--- src/rtl/lock_pkg.sv ---
// Shared types and helpers for the 4-button code lock.
package lock_pkg;
    localparam int DIGIT_W = 2;

    localparam logic [2:0] ST_IDLE    = 3'd0;
    localparam logic [2:0] ST_ENTRY   = 3'd1;
    localparam logic [2:0] ST_CHECK   = 3'd2;
    localparam logic [2:0] ST_OPEN    = 3'd3;
    localparam logic [2:0] ST_FAIL    = 3'd4;
    localparam logic [2:0] ST_LOCKOUT = 3'd5;

    typedef enum logic [2:0] {
        S_IDLE    = ST_IDLE,
        S_ENTRY   = ST_ENTRY,
        S_CHECK   = ST_CHECK,
        S_OPEN    = ST_OPEN,
        S_FAIL    = ST_FAIL,
        S_LOCKOUT = ST_LOCKOUT
    } state_t;

    // Ceil-log2, floored at 1 so a counter never collapses to zero width.
    function automatic int clog2(input int v);
        int r;
        r = 0;
        while ((1 << r) < v) r++;
        return (r < 1) ? 1 : r;
    endfunction
endpackage

--- src/rtl/pb_debounce.sv ---
// Button synchroniser and shared stability counter; emits one press_evt per clean one-hot press.
module pb_debounce
    import lock_pkg::*;
#(
    parameter int DEBOUNCE_CYCLES = 1_000_000
) (
    input  logic               clk,
    input  logic               reset,
    input  logic [3:0]         btn,
    output logic               press_evt,
    output logic [DIGIT_W-1:0] digit
);
    localparam int CNT_W = clog2(DEBOUNCE_CYCLES + 1);

    logic [3:0]         s1, s2, prev;
    logic [CNT_W-1:0]   cnt;
    logic               armed;
    logic               stable_hit, one_hot;
    logic [DIGIT_W-1:0] digit_nx;

    assign stable_hit = (s2 == prev) && (cnt == CNT_W'(DEBOUNCE_CYCLES - 1));
    assign one_hot    = (s2 != 4'd0) && ((s2 & (s2 - 4'd1)) == 4'd0);

    always_comb begin
        digit_nx = '0;
        for (int i = 0; i < 4; i++)
            if (s2[i]) digit_nx = DIGIT_W'(i);
    end

    // armed starts low: a clean release must be seen before the first press counts.
    always_ff @(posedge clk or posedge reset) begin
        if (reset) begin
            s1        <= '0;
            s2        <= '0;
            prev      <= '0;
            cnt       <= '0;
            armed     <= 1'b0;
            press_evt <= 1'b0;
            digit     <= '0;
        end else begin
            s1        <= btn;
            s2        <= s1;
            prev      <= s2;
            press_evt <= 1'b0;
            if (s2 != prev) begin
                cnt <= '0;
            end else if (stable_hit) begin
                cnt <= '0;
                if (s2 == 4'd0) begin
                    armed <= 1'b1;
                end else if (one_hot && armed) begin
                    press_evt <= 1'b1;
                    digit     <= digit_nx;
                    armed     <= 1'b0;
                end
            end else begin
                cnt <= cnt + 1'b1;
            end
        end
    end
endmodule

--- src/rtl/code_lock_fsm.sv ---
// Code lock core: slow_clk tick recovery, entry register, tick timer and lock FSM.
module code_lock_fsm
    import lock_pkg::*;
#(
    parameter int DEBOUNCE_CYCLES = 1_000_000,
    parameter int CODE_LEN        = 4,
    parameter int MAX_FAILS       = 3,
    parameter int UNLOCK_TICKS    = 5,
    parameter int LOCKOUT_TICKS   = 30,
    parameter int ENTRY_TIMEOUT   = 10
) (
    input  logic                            clk,
    input  logic                            reset,
    input  logic                            slow_clk,
    input  logic [3:0]                      btn,
    input  logic [DIGIT_W*CODE_LEN-1:0]     code,
    output logic                            unlocked,
    output logic                            lockout,
    output logic                            err_pulse,
    output logic [clog2(CODE_LEN+1)-1:0]    digit_count
);
    localparam int DC_W    = clog2(CODE_LEN + 1);
    localparam int FC_W    = clog2(MAX_FAILS + 1);
    localparam int T_MAX0  = (UNLOCK_TICKS > LOCKOUT_TICKS) ? UNLOCK_TICKS : LOCKOUT_TICKS;
    localparam int TMR_MAX = (T_MAX0 > ENTRY_TIMEOUT) ? T_MAX0 : ENTRY_TIMEOUT;
    localparam int TMR_W   = clog2(TMR_MAX + 1);

    logic               press_evt;
    logic [DIGIT_W-1:0] press_digit;

    pb_debounce #(.DEBOUNCE_CYCLES(DEBOUNCE_CYCLES)) u_deb (
        .clk       (clk),
        .reset     (reset),
        .btn       (btn),
        .press_evt (press_evt),
        .digit     (press_digit)
    );

    // vld_pipe marks which sync stages hold real samples, so reset zeros never fake an edge.
    logic [2:0] ssync;
    logic [2:0] vld_pipe;
    logic       tick;

    always_ff @(posedge clk or posedge reset) begin
        if (reset) begin
            ssync    <= '0;
            vld_pipe <= '0;
        end else begin
            ssync    <= {ssync[1:0], slow_clk};
            vld_pipe <= {vld_pipe[1:0], 1'b1};
        end
    end

    assign tick = ssync[1] & ~ssync[2] & vld_pipe[2];

    state_t                      state_q, state_d;
    logic [TMR_W-1:0]            tmr_q, tmr_d;
    logic [FC_W-1:0]             fail_cnt_q, fail_cnt_d;
    logic [DC_W-1:0]             digit_count_q, digit_count_d;
    logic [DIGIT_W*CODE_LEN-1:0] entry_q, entry_d;

    always_ff @(posedge clk or posedge reset) begin
        if (reset) begin
            state_q       <= S_IDLE;
            tmr_q         <= '0;
            fail_cnt_q    <= '0;
            digit_count_q <= '0;
            entry_q       <= '0;
        end else begin
            state_q       <= state_d;
            tmr_q         <= tmr_d;
            fail_cnt_q    <= fail_cnt_d;
            digit_count_q <= digit_count_d;
            entry_q       <= entry_d;
        end
    end

    always_comb begin
        state_d       = state_q;
        tmr_d         = tmr_q;
        fail_cnt_d    = fail_cnt_q;
        digit_count_d = digit_count_q;
        entry_d       = entry_q;
        case (state_q)
            S_IDLE: if (press_evt) begin
                entry_d[DIGIT_W-1:0] = press_digit;
                digit_count_d        = DC_W'(1);
                tmr_d                = '0;
                state_d              = (CODE_LEN == 1) ? S_CHECK : S_ENTRY;
            end
            S_ENTRY: begin
                if (press_evt) begin
                    for (int k = 0; k < CODE_LEN; k++)
                        if (DC_W'(k) == digit_count_q) entry_d[k*DIGIT_W +: DIGIT_W] = press_digit;
                    digit_count_d = digit_count_q + 1'b1;
                    tmr_d         = '0;
                    if (digit_count_q == DC_W'(CODE_LEN - 1)) state_d = S_CHECK;
                end else if (tick) begin
                    if (tmr_q == TMR_W'(ENTRY_TIMEOUT - 1)) begin
                        state_d       = S_IDLE;
                        digit_count_d = '0;
                        tmr_d         = '0;
                    end else begin
                        tmr_d = tmr_q + 1'b1;
                    end
                end
            end
            S_CHECK: begin
                digit_count_d = '0;
                tmr_d         = '0;
                if (entry_q == code) begin
                    state_d    = S_OPEN;
                    fail_cnt_d = '0;
                end else begin
                    state_d = S_FAIL;
                end
            end
            S_FAIL: begin
                if (fail_cnt_q == FC_W'(MAX_FAILS - 1)) begin
                    state_d    = S_LOCKOUT;
                    fail_cnt_d = '0;
                end else begin
                    state_d    = S_IDLE;
                    fail_cnt_d = fail_cnt_q + 1'b1;
                end
            end
            S_OPEN: if (tick) begin
                if (tmr_q == TMR_W'(UNLOCK_TICKS - 1)) begin
                    state_d = S_IDLE;
                    tmr_d   = '0;
                end else begin
                    tmr_d = tmr_q + 1'b1;
                end
            end
            S_LOCKOUT: if (tick) begin
                if (tmr_q == TMR_W'(LOCKOUT_TICKS - 1)) begin
                    state_d = S_IDLE;
                    tmr_d   = '0;
                end else begin
                    tmr_d = tmr_q + 1'b1;
                end
            end
            default: state_d = S_IDLE;
        endcase
    end

    assign unlocked    = (state_q == S_OPEN);
    assign lockout     = (state_q == S_LOCKOUT);
    assign err_pulse   = (state_q == S_FAIL);
    assign digit_count = digit_count_q;
endmodule

--- config.mk ---
export PLATFORM = sky130hd
export DESIGN_NAME = code_lock_fsm
export DESIGN_NICKNAME = d
export VERILOG_FILES = /design/src/rtl/lock_pkg.sv /design/src/rtl/pb_debounce.sv /design/src/rtl/code_lock_fsm.sv
export SDC_FILE = /design/constraint.sdc
export NUM_CORES = 1
export LEC_CHECK = 0
export ABC_AREA = 1
export BUFFER_PORTS_ARGS = -buffer_cell sky130_fd_sc_hd__buf_2
export CORE_UTILIZATION = 45
export DETAILED_ROUTE_END_ITERATION = 7
export HOLD_SLACK_MARGIN = 0.08
export SYNTH_ARGS = -nofsm -noshare
export SYNTH_HDL_FRONTEND = slang
export SYNTH_SLANG_ARGS = --single-unit
export TNS_END_PERCENT = 10
--- constraint.sdc ---
create_clock -name clk -period 2.5 [get_ports clk]
set_input_delay 0.25 -clock clk [delete_from_list [all_inputs] [get_ports clk]]
set_output_delay 0.25 -clock clk [all_outputs]
set_load 0.005 [all_outputs]
==> results of run 1 <==
==> where the power goes <==
group / total, uW / leakage [uW] / internal, uW / switching (uW)
sequential: 1040 / 0.000828 / 1030 / 8.39
clock: 982 / 0.000110 / 589 / 393
combinational: 77.0 / 0.00103 / 29.9 / 47.1
==> layout make-up <==
class / count / area share [%]
inverters: 70 / 6.73
flip-flops and latches: 63 / 40.0
repair buffers: 27 / 4.57
well taps: 99 / 3.14
clock buffers: 11 / 3.59
clock inverters: 5 / 2.06
multi-input cells: 317 / 39.9
==> registers in the layout, indices dropped and copies added, names as in the netlist <==
register / flops
state_q: 3
tmr_q: 5
vld_pipe: 3
u_deb.s2: 4
u_deb.armed: 1
ssync: 3
entry_q: 8
u_deb.s1: 4
digit_count: 3
fail_cnt_q: 2
u_deb.prev: 4
u_deb.cnt: 20
u_deb.digit: 2
u_deb.press_evt: 1
==> final timing paths <==
kind	startpoint	endpoint	cells past startpoint
min in group asynchronous	reset	vld_pipe[0]$_DFF_PP0_	3
min	code[2]	state_q[2]$_DFFE_PP0P_	7
min reg2reg	u_deb.s1[3]$_DFF_PP0_	u_deb.s2[3]$_DFF_PP0_	0
max in group asynchronous	reset	u_deb.cnt[1]$_DFF_PP0_	4
max reg2reg	u_deb.s2[2]$_DFF_PP0_	u_deb.cnt[16]$_DFF_PP0_	8
max	state_q[0]$_DFFE_PP0P_	err_pulse	4
==> critical path, stage by stage, from the launching register on <==
cell and delay [ns]:
dfrtp_1 0.44, nor2_1 0.29, nand2_1 0.17, inv_1 0.15, buf_2 0.13
==> cells by family (layout without fill, tap and decap cells) <==
family                   Yosys count  after routing
AO/OA/AOI/OAI                     25             25
XOR/XNOR                          15             15
adder cells (fa/ha/maj)            9              9
buffers and inverters             72            113
flip-flops                        63             63
other                              1              1
AND/OR/NAND/NOR                  267            267
==> cells in the final DEF, fill, tap and decap left out, types with 2 or more instances in the layout <==
| cell type | instances |
|---|---|
| dlygate4sd3_1 | 6 |
| nand2_2 | 8 |
| a21oi_1 | 6 |
| xor2_1 | 8 |
| nor2_4 | 2 |
| nor2_2 | 4 |
| buf_2 | 20 |
| xnor2_1 | 7 |
| or2_2 | 2 |
| inv_2 | 6 |
| o21ai_0 | 8 |
| nor3_1 | 13 |
| nand3b_1 | 2 |
| ha_1 | 9 |
| o21ai_1 | 6 |
| nand4_1 | 7 |
| inv_1 | 62 |
| nand3_1 | 32 |
| bufinv_16 | 2 |
| nor2_1 | 59 |
| nand3_2 | 5 |
| clkbuf_8 | 10 |
| dfrtp_1 | 63 |
| nand2_1 | 131 |
==> layer usage <==
metal / routed length [um] / track usage (%)
met1: 3010 / 22.9
met2: 3110 / 30.6
met3: 199 / 6.46
met4: 104 / 6.64
met5: 0 / 0
==> through the flow <==
stage	cells	util, %
final	592	54.0
after global routing	592	54.0
after CTS	592	54.0
after detailed placement	570	50.1
after global placement	570	50.1
after floorplan	452	-
==> summary.md, run 1 <==
| Metric | Value |
|---|---|
| Compound-cell area share of the yosys netlist | `4.10%` |
| I/O Buffers | `20` |
| Post-place setup slack | `0.800 ns` |
| Largest family of logic cells by synthesized area | `simple AND/OR/NAND/NOR gates` |
| Setup_tns | `0 ns` |
| Outcome | `complete, no violations` |
| Final Power | `2100 uW` |
| Diode count | `0` |
| H-tree Lvls | `3` |
| Final GP Congestion | `0.874` |
| Final setup margin | `0.739 ns` |
| Post-synthesis xor/xnor area fraction | `3.84%` |
| Worst-margin pin slew | `0.591 ns` |
| CP Data Required Time | `2.25 ns` |
| Row count | `31` |
| Layout area overhead | `15.1%` |
| Final-report max-slew violation count | `0` |
| Vias in the first global route | `2562` |
| Final HPWL DP | `4.81 mm` |
| Crit-path max FO | `7` |
| Post-CTS setup repair buffer count | `0` |
| Unique masters post-synth | `31` |
| I/O pins | `21` |
| FMAX | `568 MHz` |
| Initial antenna violation count | `0` |
| Initial Util | `46.9%` |
| Clk buf depth | `2` |
| Post-synth top area share | `46.1%` |
| Iteration-0 DRC Markers | `113` |
| Synth warn | `0` |
| Multi-input logic area | `1570 sq um` |
| Post-synth EDFFs | `0` |
| Register Area | `1580 sq um` |
| P_leak | `0.00197 uW` |
| Routed vias/inst | `4.72` |
| Synth cell count leaders | `nand2_1, dfrtp_1, inv_1` |
| Crit. End Element | `output port` |
| Worst IR Drop VDD | `0.496 mV` |
| Core area | `7290 sq um` |
| Cts repair resizes | `0` |
| Vias post-DR | `2793` |
| Adder-cell share of the synthesized area | `3.29%` |
| Count of final hold-check violations | `0` |
| Reg clk slew, reported paths | `0.07 ns` |
| CTS tree | `built` |
| Seq cells post-synth | `63` |
| Cells after Synth | `452` |
| Max Clock Skew | `0.00649 ns` |
| Count leader, synth | `nand2_1` |
| Pwr Density | `534 nW/um^2` |
| Clk_lat worst skew | `0.34 ns` |
| Filler Cells Inserted | `724` |
| Drt wl/cell | `10.8 um` |
| Mux contribution to synthesized area | `0%` |
| Final ANT Viol Nets | `0` |
| Final-report setup violation count | `0` |
| Synth async-reset ratio | `100%` |
| CTS Buf Count | `9` |
| Largest net degree at the start of global routing | `37` |
| Layout Nets | `512` |
| Slew margin rel. | `60.6%` |
| Post-synth top flop | `dfrtp_1` |
| Final Routed Wirelength | `6.42 mm` |
| Clk sinks | `63` |
| Remaining global-route overflow | `0` |
| Max_cap viols | `0` |
| Post-Synth Simple-Gate Area | `34.6%` |
| Setup CP Type | `reg2out` |
| Post-Place Cell Area | `3660 sq um` |
| Largest area contributor in the netlist | `dfrtp_1` |
| Worst Path Arrival | `1.51 ns` |
| Register area share after synthesis | `46.1%` |
| Layout cells sized above 1 | `13.8%` |
| R2r setup slk | `0.85 ns` |
| Finished Cell Area | `3940 sq um` |
| First-pass GRT wire length | `11.2 mm` |
| Hold crit path type | `in2reg` |
| DRC errors left | `0` |
| Min Hold Slack | `0.343 ns` |
| Post-Synthesis Cell Area | `3420 sq um` |
| GR Util All Layers | `18.7%` |
| Pre-antenna DRT Iters | `4` |
| Fin crit share | `70.4%` |
| CTS root buf | `clkbuf_8` |
| Mapped Nets | `476` |
| Fin crit period | `1.76 ns` |
| Mean area per synthesized cell | `7.57 sq um` |
| DIE AREA | `7960 sq um` |
| Area contributors post-synth | `dfrtp_1, nand2_1, inv_1` |
| RSZ-0062 raised after global routing | `no` |
| Die width | `89.2 um` |
| CP Launch Type | `flop` |
| Chip height | `89.2 um` |
| Hold_buf cts | `6` |
Note: power is estimated with default switching activity, not from simulation.
==> run 2: changes to the inputs <==
Clock period 2.5 ns to 1.5 ns, I/O delays scaled along.
==> summary.md, run 2 (synthesis results as in run 1) <==
| Metric | Value |
|---|---|
| Largest register by flop count | `u_deb.cnt (unchanged)` |
| Row count | `31 (unchanged)` |
| Initial antenna violation count | `0 (unchanged)` |
| First-pass GRT wire length | `12.1 mm (was 11.2 mm)` |
| Worst IR Drop VDD | `0.537 mV (was 0.496 mV)` |
| Initial Util | `46.9% (unchanged)` |
| I/O pins | `21 (unchanged)` |
| Die width | `89.2 um (unchanged)` |
| Max reg flops | `20 (unchanged)` |
| Final GP Congestion | `0.844 (was 0.874)` |
| Final-report max-slew violation count | `0 (unchanged)` |
| M1 WL | `3.31 mm (was 3.01 mm)` |
| Vias in the first global route | `2715 (was 2562)` |
| P_leak | `0.00212 uW (was 0.00197 uW)` |
| Iteration-0 DRC Markers | `64 (was 113)` |
| Final HPWL DP | `5.01 mm (was 4.81 mm)` |
| Pre-antenna DRT Iters | `5 (was 4)` |
| Max_cap viols | `0 (unchanged)` |
| DIE AREA | `7960 sq um (unchanged)` |
| Final setup margin | `0.0248 ns (was 0.739 ns)` |
| DR WL met3 | `258 um (was 199 um)` |
| Clk_lat worst skew | `0.34 ns (about the same)` |
| FF-to-FF Start | `tmr_q[1]$_DFFE_PP0P_ (was u_deb.s2[2]$_DFF_PP0_)` |
| Setup CP Type | `reg2reg (was reg2out)` |
| Vias post-DR | `2899 (was 2793)` |
| Min Hold Slack | `0.289 ns (was 0.343 ns)` |
| Max Clock Skew | `0.00849 ns (was 0.00649 ns)` |
| Min-delay src | `code[2] (unchanged)` |
| Reg clk slew, reported paths | `0.07 ns (about the same)` |
| Fin crit period | `1.48 ns` |
| Critical register-to-register path endpoint | `state_q[0]$_DFFE_PP0P_ (was u_deb.cnt[16]$_DFF_PP0_)` |
| Fin crit share | `98.3%` |
| Final-report setup violation count | `0 (unchanged)` |
| GR Util All Layers | `20.2% (was 18.7%)` |
| Commonest non-fill, non-tap cell in the layout | `nand2_1 (unchanged)` |
| Diode count | `0 (unchanged)` |
| Routed vias/inst | `4.65 (was 4.72)` |
| Worst Path Arrival | `1.75 ns (was 1.51 ns)` |
| Most frequent cells in the layout | `nand2_1, dfrtp_1, inv_1, nor2_1, buf_4 (was nand2_1, dfrtp_1, inv_1, nor2_1, nand3_1)` |
| Chip height | `89.2 um (unchanged)` |
| Layout Nets | `544 (was 512)` |
| Largest net degree at the start of global routing | `64 (was 37)` |
| Final ANT Viol Nets | `0 (unchanged)` |
| Core area | `7290 sq um (unchanged)` |
| CP Data Required Time | `1.78 ns (was 2.25 ns)` |
| Clk buf depth | `2 (unchanged)` |
| Met2 wire length | `3.31 mm (was 3.11 mm)` |
| Layout cells sized above 1 | `26.7% (was 13.8%)` |
| Hold Path End | `state_q[2]$_DFFE_PP0P_ (unchanged)` |
| I/O Buffers | `20 (unchanged)` |
| Drt wl/cell | `11.2 um (was 10.8 um)` |
| DRC errors left | `0 (unchanged)` |
| Final Routed Wirelength | `7.01 mm (was 6.42 mm)` |
| Layout area overhead | `27.5% (was 15.1%)` |
| Top Metal Used | `met4 (unchanged)` |
| Largest regs | `u_deb.cnt x20, entry_q x8, tmr_q x5 (unchanged)` |
| CTS Buf Count | `9 (unchanged)` |
| Hold crit path type | `in2reg (unchanged)` |
| CP Launch Type | `flop (unchanged)` |
| Crit. End Element | `flop (was output port)` |
| H-tree Lvls | `3 (unchanged)` |
| R2r setup slk | `0.02 ns (was 0.85 ns)` |
| Remaining global-route overflow | `0 (unchanged)` |
| CTS tree | `built (unchanged)` |
| Hold Path Depth | `7 (unchanged)` |
| CTS root buf | `clkbuf_8 (unchanged)` |
| Pwr Density | `784 nW/um^2 (was 534 nW/um^2)` |
| Outcome | `complete, no violations (unchanged)` |
| RSZ-0062 raised after global routing | `yes (was no)` |
| Crit-path max FO | `3 (was 7)` |
| Clk sinks | `63 (unchanged)` |
| Count of final hold-check violations | `0 (unchanged)` |
| Worst reg2reg path depth | `12 (was 8)` |
| Post-place setup slack | `-0.105 ns (was 0.800 ns)` |
| Utilization after layout | `59.8% (was 54.0%)` |
| FMAX | `678 MHz` |
## run 2: cell types whose count changed in the layout (fill, tap and decap cells not counted), moves of 4 or more
cell / change
nor2_1: -10
nand2_1: -8
inv_1: -4
nor2_4: +7
nor3_2: +4
nor3_1: -5
nand2_2: +7
ha_1: -4
buf_4: +30
## run 2: per-layer routing
layer / vias up / track usage [%]
met4: 0 / 6.78
met5: - / 0
met3: 13 / 6.28
met2: 58 / 32.6
met1: 1290 / 25.8
li1: 1538 / -
## run 2: worst max path at each step
stage,from,to,slack (ns),depth (start not counted)
final,tmr_q[1]$_DFFE_PP0P_,state_q[0]$_DFFE_PP0P_,0.02,12
after floorplan,u_deb.cnt[0]$_DFF_PP0_,u_deb.cnt[16]$_DFF_PP0_,0.11,8
after detailed placement,u_deb.cnt[0]$_DFF_PP0_,u_deb.cnt[3]$_DFF_PP0_,-0.10,8
after global routing,tmr_q[1]$_DFFE_PP0P_,state_q[0]$_DFFE_PP0P_,-0.08,12
after global placement,u_deb.cnt[0]$_DFF_PP0_,u_deb.cnt[14]$_DFF_PP0_,-0.07,8
after CTS,state_q[0]$_DFFE_PP0P_,err_pulse,-0.003,4
## run 2: metrics by stage
| step | instance area, sq um | power [uW] | setup TNS [ns] | instances |
|---|---|---|---|---|
| global placement | 3850 | 1900 | -0.567 | 596 |
| CTS | 4170 | 3460 | -0.00516 | 619 |
| detailed placement | 3850 | 1900 | -1.10 | 596 |
| finish | 4360 | 3420 | 0 | 624 |
| global route | 4360 | 3580 | -0.601 | 624 |
| floorplan | 3430 | 1850 | 0 | 452 |
## run 2: critical path, cell delays in order, from the launching register on
cell and delay [ns]:
dfrtp_1 0.42, inv_2 0.08, ha_2 0.15, nand2_1 0.05
inv_2 0.07, nand2_2 0.06, nand2_2 0.08, nand2_4 0.07
nor2_4 0.12, nand2_1 0.07, nor2_2 0.13, nand2_1 0.06
nand2_1 0.05
## run 2: area by class of cell
cell class                      count  area (sq um)
Inverter                           70           272
Multi-Input combinational cell    317          1740
Clock inverter                      5          56.3
Timing Repair Buffer               59           437
Clock buffer                       11           151
Sequential cell                    63          1580
Tap cell                           99           124
Fill cell                         664          2930
## run 2: timing repair
item                                    CTS  global route
resized for setup                        12            41
endpoints found under the setup margin   20            34
hold buffers                              6             0
hold endpoints to repair                 68             0
pin swaps                                 0             9
setup buffers                             1             5
## run 2: report_power, final
part	switching [uW]	internal, uW
clock	672	854
combinational	89.6	65.9
sequential	15.3	1720
